File: config.mk
export PLATFORM = sky130hd
export DESIGN_NAME = capture_ctrl_flat
export DESIGN_NICKNAME = d
export VERILOG_FILES = /design/src/rtl/capture_ctrl_pkg.sv /design/src/rtl/capture_ctrl_if.sv /design/src/rtl/capture_ctrl_len_cnt.sv /design/src/rtl/capture_ctrl.sv /design/src/flat_wrapper.sv
export SDC_FILE = /design/constraint.sdc
export NUM_CORES = 1
export LEC_CHECK = 0
export ABC_CLOCK_PERIOD_IN_PS = 5810
export BUFFER_PORTS_ARGS = -buffer_cell sky130_fd_sc_hd__buf_4
export CORE_UTILIZATION = 50
export DETAILED_ROUTE_END_ITERATION = 7
export PLACE_DENSITY = 0.73
export SYNTH_ARGS = -nofsm -noshare
export SYNTH_HDL_FRONTEND = slang
export SYNTH_SLANG_ARGS = --single-unit
File: constraint.sdc
create_clock -name CLK -period 5.81 [get_ports CLK]
set_clock_uncertainty 0.2 [all_clocks]
set_input_delay 0.2905 -clock CLK [delete_from_list [all_inputs] [get_ports CLK]]
set_output_delay 0.2905 -clock CLK [all_outputs]
set_load 0.1 [all_outputs]
File: src/rtl/capture_ctrl_pkg.sv
// Shared definitions for the capture controller: FSM state encoding and
// the default sample-memory address width.
package capture_pkg;

  localparam int ADDR_W_DEF = 17;

  typedef enum logic [2:0] {
    IDLE     = 3'd0,
    PRE_FILL = 3'd1,
    ARMED    = 3'd2,
    POST     = 3'd3,
    DONE     = 3'd4
  } state_e;

endpackage

File: src/rtl/capture_ctrl_if.sv
// Bus bundle between the capture controller and its surroundings
// (decimator strobe, trigger block, SRAM and MCU).
// The macro CAPTURE_AUTO_TRIG_EN adds the auto-trigger timeout signals.
interface capture_ctrl_if import capture_pkg::*; #(
  parameter int ADDR_W = ADDR_W_DEF
);

  logic              CLK_EN;
  logic              Start;
  logic              Stop;
  logic [ADDR_W-1:0] Pre_Len;
  logic [ADDR_W-1:0] Post_Len;
  logic              Trig_In;
  logic              Rd_Next;
  logic              Enable_Trig;
  logic              Wr_En;
  logic [ADDR_W-1:0] Mem_Addr;
  logic [ADDR_W-1:0] Trig_Addr;
  logic              Capture_Done;
`ifdef CAPTURE_AUTO_TRIG_EN
  logic [15:0]       Auto_Len;
  logic              Auto_Fired;
`endif

  // Environment side: drives strobes and lengths, observes the controller.
  modport master (
`ifdef CAPTURE_AUTO_TRIG_EN
    output Auto_Len,
    input  Auto_Fired,
`endif
    output CLK_EN, Start, Stop, Pre_Len, Post_Len, Trig_In, Rd_Next,
    input  Enable_Trig, Wr_En, Mem_Addr, Trig_Addr, Capture_Done
  );

  // Controller side.
  modport slave (
`ifdef CAPTURE_AUTO_TRIG_EN
    input  Auto_Len,
    output Auto_Fired,
`endif
    input  CLK_EN, Start, Stop, Pre_Len, Post_Len, Trig_In, Rd_Next,
    output Enable_Trig, Wr_En, Mem_Addr, Trig_Addr, Capture_Done
  );

endinterface

File: src/rtl/capture_ctrl_len_cnt.sv
// capture_len_cnt: loadable down-counter with zero flag. Used for the
// pre-trigger fill, the post-trigger count and the auto-trigger timeout.
module capture_len_cnt #(
  parameter int W = 8
) (
  input  logic         clk,
  input  logic         rst,
  input  logic         load,
  input  logic [W-1:0] load_val,
  input  logic         dec,
  output logic         zero
);

  logic [W-1:0] count;

  // Load wins over decrement; the count parks at zero.
  always_ff @(posedge clk or posedge rst) begin
    // NOTE: non-blocking assignments so every register updates from pre-edge values.
    if (rst) begin
      count <= '0;
    end else if (load) begin
      count <= load_val;
    end else if (dec && (count != '0)) begin
      count <= count - W'(1);
    end
  end

  assign zero = (count == '0);

endmodule

File: src/rtl/capture_ctrl.sv
// capture_ctrl: sample-memory capture controller. Fills a pre-trigger
// window, arms the trigger, counts post-trigger samples into a circular
// SRAM address space, then freezes the record for sequential MCU readout.
// Optional feature macro: CAPTURE_AUTO_TRIG_EN (auto-trigger timeout).
module capture_ctrl import capture_pkg::*; #(
  parameter int ADDR_W = ADDR_W_DEF
) (
  input logic           CLK,
  input logic           RST,
  capture_ctrl_if.slave bus
);

  typedef logic [ADDR_W-1:0] addr_t;
  localparam addr_t ADDR_ONE = addr_t'(1);

  state_e state, state_nxt;
  addr_t  wr_addr, wr_addr_nxt;
  addr_t  rd_ptr, rd_ptr_nxt;
  addr_t  pre_len_q, pre_len_nxt;
  addr_t  post_len_q, post_len_nxt;
  addr_t  trig_addr_q, trig_addr_nxt;
  addr_t  mem_addr_q, mem_addr_nxt;
  logic   enable_trig_q, enable_trig_nxt;
  logic   wr_en_q, wr_en_nxt;
  logic   done_q, done_nxt;
  logic   pre_load, pre_dec, pre_zero;
  logic   post_load, post_dec, post_zero;
  logic   trig_hit;

  assign pre_dec  = bus.CLK_EN && (state == PRE_FILL);
  assign post_dec = bus.CLK_EN && (state == POST);

  capture_len_cnt #(.W(ADDR_W)) u_pre_cnt (
    .clk(CLK), .rst(RST), .load(pre_load), .load_val(bus.Pre_Len),
    .dec(pre_dec), .zero(pre_zero)
  );

  capture_len_cnt #(.W(ADDR_W)) u_post_cnt (
    .clk(CLK), .rst(RST), .load(post_load), .load_val(post_len_q),
    .dec(post_dec), .zero(post_zero)
  );

`ifdef CAPTURE_AUTO_TRIG_EN
  logic auto_load, auto_dec, auto_zero, auto_hit;
  logic auto_en_q, auto_en_nxt, auto_fired_q, auto_fired_nxt;

  assign auto_dec = bus.CLK_EN && (state == ARMED);
  // A zero Auto_Len at arming time leaves the timeout disabled.
  assign auto_hit = auto_dec && auto_zero && auto_en_q;
  assign trig_hit = bus.Trig_In || auto_hit;
  assign bus.Auto_Fired = auto_fired_q;

  capture_len_cnt #(.W(16)) u_auto_cnt (
    .clk(CLK), .rst(RST), .load(auto_load), .load_val(bus.Auto_Len),
    .dec(auto_dec), .zero(auto_zero)
  );
`else
  assign trig_hit = bus.Trig_In;
`endif

  // Next-state and next-output decode; Stop beats Start, Start beats the FSM.
  always_comb begin
    // NOTE: every target gets a default first so no latch is inferred.
    state_nxt       = state;
    wr_addr_nxt     = wr_addr;
    rd_ptr_nxt      = rd_ptr;
    pre_len_nxt     = pre_len_q;
    post_len_nxt    = post_len_q;
    trig_addr_nxt   = trig_addr_q;
    mem_addr_nxt    = mem_addr_q;
    enable_trig_nxt = enable_trig_q;
    wr_en_nxt       = 1'b0;
    done_nxt        = done_q;
    pre_load        = 1'b0;
    post_load       = 1'b0;
`ifdef CAPTURE_AUTO_TRIG_EN
    auto_load       = 1'b0;
    auto_en_nxt     = auto_en_q;
    auto_fired_nxt  = auto_fired_q;
`endif
    if (bus.Stop) begin
      state_nxt       = IDLE;
      enable_trig_nxt = 1'b0;
      done_nxt        = 1'b0;
`ifdef CAPTURE_AUTO_TRIG_EN
      auto_fired_nxt  = 1'b0;
`endif
    end else if (bus.Start) begin
      // Restart drops Enable_Trig so the trigger block clears its event state.
      state_nxt       = PRE_FILL;
      wr_addr_nxt     = '0;
      pre_load        = 1'b1;
      pre_len_nxt     = bus.Pre_Len;
      post_len_nxt    = bus.Post_Len;
      enable_trig_nxt = 1'b0;
      done_nxt        = 1'b0;
`ifdef CAPTURE_AUTO_TRIG_EN
      auto_fired_nxt  = 1'b0;
`endif
    end else begin
      // Every strobe while capturing writes one sample at the current pointer.
      if (bus.CLK_EN && (state == PRE_FILL || state == ARMED || state == POST)) begin
        wr_en_nxt    = 1'b1;
        mem_addr_nxt = wr_addr;
        wr_addr_nxt  = wr_addr + ADDR_ONE;
      end
      case (state)
        IDLE: begin
          wr_addr_nxt = '0;
          pre_load    = 1'b1;
          done_nxt    = 1'b0;
        end
        PRE_FILL: begin
          if (bus.CLK_EN && pre_zero) begin
            state_nxt       = ARMED;
            enable_trig_nxt = 1'b1;
`ifdef CAPTURE_AUTO_TRIG_EN
            auto_load       = 1'b1;
            auto_en_nxt     = (bus.Auto_Len != 16'd0);
`endif
          end
        end
        ARMED: begin
          // Checked every clock: the trigger output lags the strobe by one cycle.
          if (trig_hit) begin
            state_nxt     = POST;
            trig_addr_nxt = wr_addr;
            post_load     = 1'b1;
`ifdef CAPTURE_AUTO_TRIG_EN
            if (!bus.Trig_In) auto_fired_nxt = 1'b1;
`endif
          end
        end
        POST: begin
          if (bus.CLK_EN && post_zero) begin
            state_nxt       = DONE;
            enable_trig_nxt = 1'b0;
            done_nxt        = 1'b1;
            rd_ptr_nxt      = trig_addr_q - pre_len_q;
          end
        end
        DONE: begin
          rd_ptr_nxt   = rd_ptr + addr_t'(bus.Rd_Next);
          mem_addr_nxt = rd_ptr + addr_t'(bus.Rd_Next);
        end
        default: state_nxt = IDLE;
      endcase
    end
  end

  // State and registered outputs.
  always_ff @(posedge CLK or posedge RST) begin
    if (RST) begin
      state         <= IDLE;
      wr_addr       <= '0;
      rd_ptr        <= '0;
      pre_len_q     <= '0;
      post_len_q    <= '0;
      trig_addr_q   <= '0;
      mem_addr_q    <= '0;
      enable_trig_q <= 1'b0;
      wr_en_q       <= 1'b0;
      done_q        <= 1'b0;
`ifdef CAPTURE_AUTO_TRIG_EN
      auto_en_q     <= 1'b0;
      auto_fired_q  <= 1'b0;
`endif
    end else begin
      state         <= state_nxt;
      wr_addr       <= wr_addr_nxt;
      rd_ptr        <= rd_ptr_nxt;
      pre_len_q     <= pre_len_nxt;
      post_len_q    <= post_len_nxt;
      trig_addr_q   <= trig_addr_nxt;
      mem_addr_q    <= mem_addr_nxt;
      enable_trig_q <= enable_trig_nxt;
      wr_en_q       <= wr_en_nxt;
      done_q        <= done_nxt;
`ifdef CAPTURE_AUTO_TRIG_EN
      auto_en_q     <= auto_en_nxt;
      auto_fired_q  <= auto_fired_nxt;
`endif
    end
  end

  assign bus.Enable_Trig  = enable_trig_q;
  assign bus.Wr_En        = wr_en_q;
  assign bus.Mem_Addr     = mem_addr_q;
  assign bus.Trig_Addr    = trig_addr_q;
  assign bus.Capture_Done = done_q;

endmodule

File: src/flat_wrapper.sv
// flat-port wrapper written by rule: the top's interface ports become plain ports
module capture_ctrl_flat import capture_pkg::*;
#(
  parameter int ADDR_W = ADDR_W_DEF
)
  (CLK, RST, bus_CLK_EN, bus_Start, bus_Stop, bus_Pre_Len, bus_Post_Len, bus_Trig_In, bus_Rd_Next, bus_Enable_Trig, bus_Wr_En, bus_Mem_Addr, bus_Trig_Addr, bus_Capture_Done);
  capture_ctrl_if #(.ADDR_W(ADDR_W)) bus_i ();
  input logic CLK;
  input logic RST;
  input wire logic [$bits(bus_i.CLK_EN)-1:0] bus_CLK_EN;
  input wire logic [$bits(bus_i.Start)-1:0] bus_Start;
  input wire logic [$bits(bus_i.Stop)-1:0] bus_Stop;
  input wire logic [$bits(bus_i.Pre_Len)-1:0] bus_Pre_Len;
  input wire logic [$bits(bus_i.Post_Len)-1:0] bus_Post_Len;
  input wire logic [$bits(bus_i.Trig_In)-1:0] bus_Trig_In;
  input wire logic [$bits(bus_i.Rd_Next)-1:0] bus_Rd_Next;
  output wire logic [$bits(bus_i.Enable_Trig)-1:0] bus_Enable_Trig;
  output wire logic [$bits(bus_i.Wr_En)-1:0] bus_Wr_En;
  output wire logic [$bits(bus_i.Mem_Addr)-1:0] bus_Mem_Addr;
  output wire logic [$bits(bus_i.Trig_Addr)-1:0] bus_Trig_Addr;
  output wire logic [$bits(bus_i.Capture_Done)-1:0] bus_Capture_Done;
  assign bus_i.CLK_EN = bus_CLK_EN;
  assign bus_i.Start = bus_Start;
  assign bus_i.Stop = bus_Stop;
  assign bus_i.Pre_Len = bus_Pre_Len;
  assign bus_i.Post_Len = bus_Post_Len;
  assign bus_i.Trig_In = bus_Trig_In;
  assign bus_i.Rd_Next = bus_Rd_Next;
  assign bus_Enable_Trig = bus_i.Enable_Trig;
  assign bus_Wr_En = bus_i.Wr_En;
  assign bus_Mem_Addr = bus_i.Mem_Addr;
  assign bus_Trig_Addr = bus_i.Trig_Addr;
  assign bus_Capture_Done = bus_i.Capture_Done;
  capture_ctrl #(.ADDR_W(ADDR_W)) u_core (.CLK(CLK), .RST(RST), .bus(bus_i));
endmodule
### After elaboration in Yosys (flattened, before gate mapping)

Index checks and enable logic that the tools add are counted.

| word-level totals | value |
|---|---|
| flip-flop bits (word level) | 142 |

| operators by class | value |
|---|---|
| muxes and demuxes | 36 |
| add/subtract/negate cells | 5 |
| equality and inequality tests | 9 |
| bitwise gates (word level) | 2 |
| reduce and logical (&&, ||, !) cells | 30 |

Operator list:

| operator | count |
|---|---|
| $mux W17 | 10 |
| $logic_not A17 Y1 | 2 |
| $pmux W17 S2 | 1 |
| $reduce_bool A17 Y1 | 2 |
| $sub A17 B1 Y17 const B | 2 |
| $add A17 B1 Y17 | 1 |
| $add A17 B1 Y17 const B | 1 |
| $mux W1 | 17 |
| $sub A17 B17 Y17 | 1 |
| $mux W3 | 5 |
| $ne A4 B4 Y1 const B | 3 |
| $pmux W3 S4 | 1 |
| $reduce_and A4 Y1 | 3 |
| $reduce_bool A2 Y1 | 4 |
| $reduce_bool A4 Y1 | 2 |
| $logic_and A1 B1 Y1 | 7 |
| $eq A3 B2 Y1 const B | 2 |
| $reduce_and A2 Y1 | 3 |
| $reduce_and A3 Y1 | 2 |
| $pmux W1 S2 | 2 |
| $eq A3 B1 Y1 const B | 1 |
| $eq A3 B3 Y1 const B | 1 |
| $logic_not A3 Y1 | 1 |
| $ne A3 B1 Y1 const B | 1 |
| other kinds (5) | 7 |

### Logic depth before layout (Yosys ltp)

| depth | value |
|---|---|
| depth in word-level cells | 7 |
| gate-level depth with buffers | 10 |
| mapped depth without buffers | 9 |

### Modules after synthesis

A second synthesis with hierarchy kept.

| second synthesis, totals | value |
|---|---|
| cells, all modules | 873 |
| area total of the unflattened synthesis | 7852.5 um^2 |

By module, submodules not included:

| module | cells each | sequential area each (um^2) | instances | area each (um^2) |
|---|---|---|---|---|
| capture_ctrl | 625 | 2702.6 | 1 | 5705.5 |
| capture_len_cnt | 124 | 425.4 | 2 | 1073.5 |

### Least setup slack after synthesis

OpenSTA, ideal clock, no wires.

| timing | value |
|---|---|
| path kind | register -> register |
| from | register u_core.trig_addr_q[0], in the netlist u_core.bus.Trig_Addr[0] |
| to | register u_core.rd_ptr[16] |
| path buffers | 0 |
| setup time | 69 ps |
| slack | 2608 ps |
| period minus slack after synthesis | 3202 ps |
| arrival time | 2933 ps |
| cell stages (with the launch flop) | 10 |
| cell sequence | dfrtp_1 > inv_1 > ha_1 > fa_1 > nand2b_1 > a21oi_1 > o21ai_0 > o41ai_1 > mux2_2 > nand3_1 |

| between the ends | value |
|---|---|
| longest elaborated chain between the ends | 3 |

RTL lines:

| what | RTL line | source |
|---|---|---|
| from (decl) | capture_ctrl.sv:21 | `addr_t trig_addr_q, trig_addr_nxt;` |
| from (signal assigned) | capture_ctrl.sv:174 | `trig_addr_q <= trig_addr_nxt;` |
| $sub A17 B17 Y17 | capture_ctrl.sv:139 | `rd_ptr_nxt = trig_addr_q - pre_len_q;` |
| $mux W17 | capture_ctrl.sv:135 | `if (bus.CLK_EN && post_zero) begin` |
| $pmux W17 S2 | capture_ctrl.sv:107 | `case (state)` |
| to (signal assigned) | capture_ctrl.sv:171 | `rd_ptr <= rd_ptr_nxt;` |
| to (decl) | capture_ctrl.sv:18 | `addr_t rd_ptr, rd_ptr_nxt;` |

No other way between the ends. The select of a mux whose other input is x is not followed.
A chain may end at the register's enable or synchronous reset.

### Worst setup path after layout

| timing | value |
|---|---|
| from | register u_core.u_post_cnt.count[4] |
| to | register u_core.u_post_cnt.count[4] |

| between the ends | value |
|---|---|
| longest elaborated chain between the ends | 3 |
| elaborated cells on any way between the ends | 6 |
| classes of those cells | add/sub: 1; mux: 2; reduce/logical: 3 |

RTL lines:

| what | RTL line | source |
|---|---|---|
| from (decl) | capture_ctrl_len_cnt.sv:14 | `logic [W-1:0] count;` |
| from (signal assigned) | capture_ctrl_len_cnt.sv:22 | `count <= load_val;` |
| from (signal assigned) | capture_ctrl_len_cnt.sv:24 | `count <= count - W'(1);` |
| $sub A17 B1 Y17 or $reduce_bool A17 Y1 (tied branches) | capture_ctrl_len_cnt.sv:24, capture_ctrl_len_cnt.sv:23 |  |
| $mux W17 or $logic_and A1 B1 Y1 (tied branches) | capture_ctrl_len_cnt.sv:23 | `end else if (dec && (count != '0)) begin` |
| $mux W17 or $reduce_bool A2 Y1 (tied branches) | - |  |

Several ways; a longest one is shown, not always the timed one. The select of a mux whose other input is x is not followed.

==> impl_metrics.json <==
{
  "status": "completed",
  "path_class": "reg2reg",
  "grt_max_degree": 81,
  "clock.fmax_mhz": 296,
  "layout_common_cells": "nand2_1, dfrtp_1, buf_4",
  "h-tree-depth": 4,
  "clock_path_buffers": 2,
  "drc_errors": 0,
  "ys.flop_type": "dfrtp_1",
  "synth_edf_count": 0,
  "nFillCells": 1241,
  "final_common_cell": "nand2_1",
  "crit_path_start": "u_core.u_post_cnt.count[4]",
  "overflow": 0,
  "hold_viol_final": 0,
  "cts.clk_slew.worst_paths_ps": 60,
  "ys_ff_latch": 142,
  "grt_pass1_vias": 6388,
  "drt-initial-drc-count": 467,
  "vias": 6630,
  "cts_tree": "done",
  "routedWlPerCell_um": 16.7,
  "cts.repair.resized": 0,
  "firstDrtPassIters": 5,
  "period_share": 0.582,
  "maxCapViolations": 0,
  "start_kind": "flip-flop",
  "layout.nets": 1023,
  "drive_above_1_share": 0.162,
  "die_area_um2": 16000,
  "start_util": 0.512,
  "arrival_ps": 3490,
  "core_um2": 15100,
  "total_leakage_power_nw": 4.28,
  "routabilityCongestion": 0.877,
  "syn_area_um2": 7750,
  "crit_end": "u_core.u_post_cnt.count[4]",
  "period_minus_slack_ps": 3380,
  "cts_hold_buf": 38,
  "setup_viol": 0,
  "die_h_um": 127,
  "io_pins": 78,
  "maxSlewHeadroom": 0.211,
  "netlist_instances": 862,
  "io_buffers": 77,
  "fin_cells": 1159,
  "cp-end-kind": "flip-flop",
  "synth_cell_type_count": 57,
  "finalSetupTns_ps": 0,
  "maxSlewViolCount": 0,
  "finalWirelength_mm": 19.3,
  "rows": 45,
  "dp_cells": 1089,
  "grt_pass1_wl_mm": 31.6,
  "cts_sinks": 142,
  "synth.avg_cell_area_um2": 8.99,
  "synthArstFlopShare": 1.00,
  "hp-class": "in2reg",
  "routed_via_density": 5.72,
  "numCtsBuffers": 17,
  "yosys_warnings": 0,
  "die_w_um": 127,
  "peakVddDrop_mv": 0.224,
  "grt_usage": 0.255,
  "cp.required_ps": 5920,
  "n_antenna_cell": 0,
  "r2r_cells": 6,
  "antenna_found_initial": 0,
  "cts_root_buf": "clkbuf_16",
  "post_cts_buffers": 0,
  "r2r_slack_ps": 2430,
  "path_max_fanout": 13,
  "tightest_slew_ps": 1170,
  "worstSkewPairLatency_ps": 440,
  "r2r-end": "u_core.u_post_cnt.count[4]",
  "power_density_nw_per_um2": 274,
  "area_delta_synth_final_pct": 22.0,
  "rsz0062_at_grt": "no",
  "holdWs_ps": 20.9,
  "synth-seq-area-share": 0.458,
  "synth_nets": 927,
  "hpwl_mm": 13.3,
  "antenna_left": 0,
  "r2r_start": "u_core.u_post_cnt.count[4]"
}
through the flow:
stage	total power, mW	utilization	cell area (um^2)	setup WS, ps
5_1_grt	2.69	0.624	9460	2130
4_1_cts	2.61	0.624	9460	2480
3_3_place_gp	1.40	0.557	8440	2540
6_report	2.60	0.624	9460	2430
3_5_place_dp	1.41	0.557	8440	2500
2_1_floorplan	1.32	-	7750	1510
worst max-delay path, stage by stage (launching register included):
cell and delay [ps]:
dfrtp_1 430, or4_4 550, or3_1 470, o21ai_0 970, and2_1 390, o21ai_0 130, o311ai_0 110
power breakdown:
group	internal (mW)	total (mW)	switching (mW)
logic	0.135	0.323	0.188
clock network	0.724	1.18	0.458
registers	1.05	1.09	0.0429
total	1.91	2.60	0.689
sequential cells by signal, summed over array words and instances (netlist names):
name,cells
u_core.bus.Trig_Addr,17
u_core.wr_addr,17
u_core.u_pre_cnt.count,17
u_core.bus.Mem_Addr,17
u_core.state,3
u_core.bus.Wr_En,1
u_core.pre_len_q,17
u_core.bus.Capture_Done,1
u_core.u_post_cnt.count,17
u_core.rd_ptr,17
u_core.bus.Enable_Trig,1
u_core.post_len_q,17
logic make-up (layout without fill, tap and decap cells):
kind of cell / after synthesis / count (layout) / synth area share
AO/OA/AOI/OAI: 184 / 184 / 0.144
XOR/XNOR: 55 / 55 / 0.0621
adder cells (fa/ha/maj): 24 / 24 / 0.0397
multiplexers: 32 / 32 / 0.0450
buffers and inverters: 73 / 182 / 0.0386
AND/OR/NAND/NOR: 352 / 352 / 0.212
flip-flops: 142 / 142 / 0.458
synthesized netlist by cell type (all sizes together) (3+ instances only):
library cell    n  share of area
nand2         161          0.078
dfrtp         142           0.46
o21ai          84          0.054
nor2           64          0.032
a21oi          41          0.026
clkbuf         32          0.015
inv            30          0.015
xnor2          30          0.034
xor2           25          0.028
ha             23          0.037
mux2           23          0.033
nor3           19          0.012
nand3          18          0.012
nand4          14          0.011
or3            14          0.011
nor4           13          0.012
nand2b         12         0.0097
buf            11         0.0086
o211ai         11          0.011
mux2i           9          0.012
a21o            7         0.0068
and3            7         0.0056
o311ai          6         0.0068
a211oi          5         0.0055
or2             5         0.0040
or4             5         0.0053
a221o           4         0.0052
a31oi           4         0.0032
and2            4         0.0032
and4            4         0.0045
nor2b           4         0.0032
nor3b           4         0.0039
o22a            3         0.0034
o31ai           3         0.0029
final cells by class:
class                      instances  area (um^2)  share of cell area
inverter                          30          118              0.0124
multi-input combinational        647         3920               0.414
clock buffer                      17          425              0.0450
sequential                       142         3550               0.376
clock inverter                    15          213              0.0225
timing repair buffer             120          996               0.105
tap                              188          235              0.0249
how the worst min path moves through the flow:
stage               depth (start not counted)  slack [ps]                      end               startpoint
floorplan                                   1         160  u_core.bus.Capture_Done                bus_Start
global placement                            2         260  u_core.bus.Mem_Addr[13]  u_core.bus.Mem_Addr[13]
detailed placement                          2         250     u_core.post_len_q[8]                      RST
CTS                                         3          10   u_core.bus.Enable_Trig               bus_CLK_EN
global route                                3          50   u_core.bus.Enable_Trig               bus_CLK_EN
finish                                      3          20   u_core.bus.Enable_Trig               bus_CLK_EN
per-layer routing:
layer,vias to the layer above,GRT usage,share of wire
met1,3221,0.313,0.44
met5,-,0,0
met2,158,0.433,0.49
met3,49,0.0544,0.041
met4,0,0.114,0.029
li1,3202,-,-
No activity file was read; power rests on OpenSTA's default activity.
